<file path="config.mk">
export PLATFORM = sky130hd
export DESIGN_NAME = sa_feeder
export DESIGN_NICKNAME = d
export VERILOG_FILES = /design/src/rtl/sa_feeder.sv
export SDC_FILE = /design/constraint.sdc
export NUM_CORES = 1
export LEC_CHECK = 0
export ABC_AREA = 1
export BUFFER_PORTS_ARGS = -buffer_cell sky130_fd_sc_hd__clkbuf_2
export CELL_PAD_IN_SITES_DETAIL_PLACEMENT = 1
export CELL_PAD_IN_SITES_GLOBAL_PLACEMENT = 1
export CORE_ASPECT_RATIO = 0.7
export CORE_MARGIN = 2
export CORE_UTILIZATION = 40
export CTS_CLUSTER_DIAMETER = 50
export DETAILED_ROUTE_END_ITERATION = 6
export GPL_TIMING_DRIVEN = 1
export PLACE_DENSITY = 0.85
export SYNTH_ARGS = -nofsm -noshare
export SYNTH_HDL_FRONTEND = slang
export SYNTH_SLANG_ARGS = --single-unit
</file>
<file path="constraint.sdc">
create_clock -name clk -period 1.58 [get_ports clk]
set_input_delay 0.079 -clock clk [delete_from_list [all_inputs] [get_ports clk]]
set_output_delay 0.079 -clock clk [all_outputs]
set_load 0.01 [all_outputs]
</file>
<file path="src/rtl/sa_feeder.sv">
// sa_feeder: turns a stream of 3-row matrix columns into diagonally skewed
// lane data for a 3-lane systolic array. Lane i sees the column element from
// row i delayed by i cycles, so one column lands on the array as a diagonal.
// A small IDLE/STREAM/DRAIN controller frames the input stream, stalls the
// source while the tail of a frame drains out of lane 3, and flags frames
// cut off at MAX_BEATS.
module sa_feeder #(
    parameter int DATA_W    = 8,
    parameter int MAX_BEATS = 16
) (
    input  logic              clk,
    input  logic              reset,
    input  logic              in_valid,
    output logic              in_ready,
    input  logic              in_last,
    input  logic [DATA_W-1:0] col_1,
    input  logic [DATA_W-1:0] col_2,
    input  logic [DATA_W-1:0] col_3,
    output logic [DATA_W-1:0] subject_in_1,
    output logic [DATA_W-1:0] subject_in_2,
    output logic [DATA_W-1:0] subject_in_3,
    output logic              sa_en,
    output logic              frame_done,
    output logic              busy,
    output logic              err
);

    typedef enum logic [1:0] {
        IDLE   = 2'd0,
        STREAM = 2'd1,
        DRAIN  = 2'd2
    } state_t;

    // Count value held just before accepting beat number MAX_BEATS.
    localparam logic [7:0] LAST_BEAT = 8'(MAX_BEATS - 1);

    state_t state, state_nxt;
    logic [7:0] beat_cnt, beat_cnt_nxt;
    logic       drain_cnt, drain_cnt_nxt;
    logic       err_nxt;
    logic       frame_done_nxt;

    logic              accept;
    logic [DATA_W-1:0] x_1, x_2, x_3;

    // Skew registers: lane 1 one stage, lane 2 two stages, lane 3 three.
    logic [DATA_W-1:0] lane1_q0;
    logic [DATA_W-1:0] lane2_q0, lane2_q1;
    logic [DATA_W-1:0] lane3_q0, lane3_q1, lane3_q2;
    logic              val1_q0;
    logic              val2_q0, val2_q1;
    logic              val3_q0, val3_q1, val3_q2;

    // The source is held off while the frame tail drains, and while in reset.
    assign in_ready = reset && (state != DRAIN);
    assign accept   = in_valid && in_ready;
    assign busy     = (state != IDLE);

    // Non-accepted cycles feed zero bubbles so the diagonal stays aligned.
    assign x_1 = accept ? col_1 : '0;
    assign x_2 = accept ? col_2 : '0;
    assign x_3 = accept ? col_3 : '0;

    assign subject_in_1 = lane1_q0;
    assign subject_in_2 = lane2_q1;
    assign subject_in_3 = lane3_q2;
    assign sa_en        = val1_q0 | val2_q1 | val3_q2;

    // Controller state, counters and the registered status flags.
    always_ff @(posedge clk or negedge reset) begin
        if (!reset) begin
            state      <= IDLE;
            beat_cnt   <= '0;
            drain_cnt  <= 1'b0;
            err        <= 1'b0;
            frame_done <= 1'b0;
        end else begin
            // NOTE: sequential state uses non-blocking assignments so every
            // register samples the pre-edge values, whatever the statement order.
            state      <= state_nxt;
            beat_cnt   <= beat_cnt_nxt;
            drain_cnt  <= drain_cnt_nxt;
            err        <= err_nxt;
            frame_done <= frame_done_nxt;
        end
    end

    // Next-state logic: frame on in_last or truncate at MAX_BEATS, then drain.
    always_comb begin
        // NOTE: every output of this block is defaulted first so no path
        // leaves a signal unassigned, which would infer a latch.
        state_nxt      = state;
        beat_cnt_nxt   = beat_cnt;
        drain_cnt_nxt  = drain_cnt;
        err_nxt        = err;
        frame_done_nxt = 1'b0;

        case (state)
            IDLE, STREAM: begin
                if (accept) begin
                    beat_cnt_nxt = beat_cnt + 8'd1;
                    if (in_last || (beat_cnt == LAST_BEAT)) begin
                        state_nxt     = DRAIN;
                        drain_cnt_nxt = 1'b1;
                        // Hitting the beat limit without in_last is a truncation.
                        if (!in_last) begin
                            err_nxt = 1'b1;
                        end
                    end else begin
                        state_nxt = STREAM;
                    end
                end
            end
            DRAIN: begin
                if (drain_cnt == 1'b0) begin
                    state_nxt      = IDLE;
                    beat_cnt_nxt   = '0;
                    frame_done_nxt = 1'b1;
                end else begin
                    drain_cnt_nxt = 1'b0;
                end
            end
            default: begin
                state_nxt = IDLE;
            end
        endcase
    end

    // Skew pipeline and its valid bits; shifts every cycle, accepted or not.
    always_ff @(posedge clk or negedge reset) begin
        if (!reset) begin
            // NOTE: the skew registers are reset (not left free-running like a
            // RAM) because reset must discard in-flight data and zero the lanes.
            lane1_q0 <= '0;
            lane2_q0 <= '0;
            lane2_q1 <= '0;
            lane3_q0 <= '0;
            lane3_q1 <= '0;
            lane3_q2 <= '0;
            val1_q0  <= 1'b0;
            val2_q0  <= 1'b0;
            val2_q1  <= 1'b0;
            val3_q0  <= 1'b0;
            val3_q1  <= 1'b0;
            val3_q2  <= 1'b0;
        end else begin
            lane1_q0 <= x_1;
            lane2_q0 <= x_2;
            lane2_q1 <= lane2_q0;
            lane3_q0 <= x_3;
            lane3_q1 <= lane3_q0;
            lane3_q2 <= lane3_q1;
            val1_q0  <= accept;
            val2_q0  <= accept;
            val2_q1  <= val2_q0;
            val3_q0  <= accept;
            val3_q1  <= val3_q0;
            val3_q2  <= val3_q1;
        end
    end

endmodule

</file>
Yosys cells after proc, flatten, opt, wreduce, memory -nomap -nowiden. Index checks and enable logic that the tools add are counted.

Add/sub/neg operators: 1. Eq/ne operators: 7. Muxes and demuxes: 15. Bitwise logic cells: 3. Reduce and logical (&&, ||, !) cells: 11.

Operators by type and width (number): two-way mux 8 bit (5); case mux 8 bit (2 select lines) (1); adder 8 x 1 -> 8 bit, second input constant (1); == test 8 x 4 -> 1 bit, second input constant (1); != test 2 bit, second input constant (4); two-way mux 2 bit (3); AND reduction 3 bit (2); two-way mux 1 bit (4); case mux 2 bit (2 select lines) (1); AND reduction 4 bit (1); nonzero test 2 bit (2); == test 2 x 1 -> 1 bit, second input constant (1); == test 2 bit, second input constant (1); logical AND 1 bit (2); logical NOT 2 bit (1); bitwise OR 1 bit (2); case mux 1 bit (2 select lines) (1); AND reduction 2 bit (1); OR reduction 2 bit (1); logical OR 1 bit (1); NOT 1 bit (1).

Register bits: 64. Bits of input ports: 28. Output and inout bits: 29. Word-level logic and storage cells: 51.

Logic depth before layout (Yosys ltp).
Depth in word-level cells: 5. Mapped depth: 8. Mapped depth without buffers: 8.

Worst setup path before layout. No wires, ideal clock.

Kind: flip-flop to flip-flop. From: reg state[1]. To: reg beat_cnt[2]. Setup time: 119 ps. Data arrival time: 1004 ps. Required time: 1461 ps. Setup slack: 457 ps. Cell stages (with the launch flop): 7. Buffers on the path: 0. Period minus slack after synthesis: 1123 ps. Cell sequence: dfrtp_1 nand2_4 nand3_4 nor2_4 nand3_1 nand2_1 nor2_1.

Cells in the longest elaborated chain, start to end: 5. Elaborated cells on any way between the ends: 12. Classes of those cells: 5 x eq/ne; 1 x mux; 6 x reduce/logical.

RTL lines: start, declared (line 37) `state_t state, state_nxt;`; start signal, assigned (line 80) `state <= state_nxt;`; != test 2 bit (line 55) `assign in_ready = reset && (state != DRAIN);`; logical AND 1 bit (line 55); logical AND 1 bit (line 56) `assign accept = in_valid && in_ready;`; != test 2 bit (no line); AND reduction 3 bit (no line); end signal, assigned (line 81) `beat_cnt <= beat_cnt_nxt;`; end, declared (line 38) `logic [7:0] beat_cnt, beat_cnt_nxt;`.

Several ways; a longest one is shown, not always the timed one. A chain may end at the register's enable or synchronous reset.

Worst setup path after layout.
From: reg beat_cnt[1]. To: reg drain_cnt.

Cells in the longest elaborated chain, start to end: 4.

RTL lines: == test 8 x 4 -> 1 bit (line 102) `if (in_last || (beat_cnt == LAST_BEAT)) begin`; logical OR 1 bit (line 102); != test 2 bit (no line); AND reduction 3 bit (no line); end signal, assigned (line 82) `drain_cnt <= drain_cnt_nxt;`; end, declared (line 39) `logic drain_cnt, drain_cnt_nxt;`.

No other way between the ends.

==> flow_summary.yaml <==
timing:
  setup_viol: 0
  fin_ws_ps: 161
  tns_ps: 0
  slew_violations: 0
  tightest_slew_ps: 620
  min_period_ps: 1420
  finalCritPeriodShare_pct: 89.8
  max_slew_margin_pct: 58.5
  rsz0062_at_grt: "false"
  finalHoldViolCount: 0
  fin_worst_skew_ps: 7.19
  fmax_mhz: 705
place:
  dp_slack_ps: 203
  place_congestion: 0.864
  dpl.hpwl_um: 3560
  placed_cells: 319
  io_buffers: 56
clocking:
  cts.sinks: 64
  cts_buffer_depth: 2
  clock_latency_ps: 340
  ctsResizeCount: 0
  path_clk_slew_ps: 70
  cts_made_buffers: 9
  hold_buffers: 27
  tritoncts: "yes"
  cts_setup_buffers: 0
  h-tree-depth: 3
  cts-root-buf: "clkbuf_8"
layout:
  mostFrequentLayoutCells: "dfrtp_1 (64), clkbuf_2 (55), nor2_1 (35), inv_1 (34), dlygate4sd3_1 (27)"
  fillerInstances: 587
  drive_above_1_share_pct: 29.0
  n_antenna_cell: 0
  area.sequential_um2: 1600
  final_common_cell: "dfrtp_1"
  fin_util_pct: 57.9
  multi_input_area_um2: 434
  final_nets: 314
  syn2layout_area_growth_pct: 39.8
  fin_cells: 362
critical_path:
  critPathKind: "register to register"
  worstPathRequired_ps: 1850
  end_kind: "register"
  critPathArrivalTime_ps: 1690
  path_max_fanout: 4
  cp-start-kind: "register"
floorplan:
  core_um2: 5260
  top_level_ports: 57
  die_area_um2: 6060
  die_h_um: 65.7
  start_util_pct: 41.4
  fp.dieW_um: 92.2
  rows: 22
drt:
  avgViaCountPerCell: 4.47
  drtIter0Drc: 74
  route.vias.total: 1619
  drcViolationCount: 0
  ant_nets: 0
  avgRoutedWirePerCell_um: 15.9
  wl_um: 5760
  dr.pass1.iters: 4
synthesis:
  synth_seq_area_share_pct: 73.6
  synthCells: 189
  yosys_warnings: 0
  synth_top_area_share_pct: 73.6
  syn_avg_cell_area_um2: 11.5
  ys_top_cells_by_area: "dfrtp_1 (74%), nor2_1 (6.0%), inv_1 (5.9%)"
  synthesis.nets: 218
  syn_area_um2: 2180
  yosysUniqueCellTypes: 22
  ys_ff_latch: 64
  synth.largest_area_cell: "dfrtp_1"
status:
  status: "completed"
global_route:
  grt_pass1_wl_um: 9280
  grt_usage_pct: 21.4
  grt_overflow: 0
  antenna_found_initial: 0
  grt_max_degree: 32
  grt_pass1_vias: 1810
pwr:
  power_density_nw_per_um2: 1270
  peakVddDrop_uv: 859
  p_total_uw: 3860
  leakagePower_uw: 0.00173
min_path:
  hold_class: "input port to asynchronous set/reset pin"
flow_run:
  cap_violations: 0
registers in the layout (all words and copies together) (netlist names):
register and count:
val3_q0 1, frame_done 1, state 2, subject_in_2 8, err 1, lane2_q0 8, subject_in_1 8, drain_cnt 1
subject_in_3 8, lane3_q1 8, val3_q1 1, val3_q2 1, beat_cnt 8, lane3_q0 8
cell families (layout without fill, tap and decap cells):
logic type,Yosys count,after routing,share of synthesized area [%]
compound gates,12,12,3.33
xor+xnor,1,1,0.402
fa+ha+maj,1,1,0.575
buf+inv,37,138,6.49
flops,64,64,73.6
simple gates,74,74,15.6
worst max-delay path: stages (launching register included):
cell and delay [ps]:
dfrtp_1 370, ha_1 210, nand3_1 190, o21bai_1 360, nand2_2 100, a21oi_2 130
final timing paths:
check                            start               to  slack, ps  depth (start not counted)
setup / recovery           beat_cnt[1]        drain_cnt        160                          5
hold / removal                   reset      lane3_q1[4]         20                          3
setup reg to reg           beat_cnt[1]        drain_cnt        160                          5
hold reg to reg            lane2_q0[3]  subject_in_2[3]        350                          0
max in group asynchronous        reset      beat_cnt[6]        610                          3
min in group clk              in_valid          val3_q0         70                          3
through the flow:
step | instance area [um^2] | hold WS [ps]
finish | 3040 | 22.5
floorplan | 2180 | -217
global placement | 2570 | -2.08
detailed placement | 2570 | -0.603
CTS | 3040 | 27.9
global route | 3040 | 59.2
power breakdown:
group          switching, uW  leakage (uW)  total (uW)  internal, uW
combinational            342      0.000775         554           212
sequential              90.1      0.000858        1870          1780
clock                    648      0.000100        1430           782
Yosys cell counts, drive strengths merged:
cell type	count
a21oi	5
ha	1
inv	35
nand3	6
nor3	2
nand4	2
nor2	36
or3	1
nand2	27
o21ai	5
a21o	1
buf	2
xor2	1
dfrtp	64
o21bai	1
metal layers:
metal / vias to the layer above / global-route usage [%] / wire (um)
li1: 754 / - / -
met1: 803 / 22.2 / 2220
met2: 49 / 39.7 / 3030
met3: 13 / 8.37 / 363
met4: 0 / 7.84 / 146
met5: - / 0 / 0
final cells by class:
| type | count | area share [%] |
|---|---|---|
| tap | 72 | 2.96 |
| multi-input combinational | 88 | 14.3 |
| inverter | 35 | 4.32 |
| sequential | 64 | 52.6 |
| clock buffer | 11 | 4.65 |
| timing repair buffer | 87 | 19.1 |
| clock inverter | 5 | 2.10 |
(Power assumes the default switching activity.)
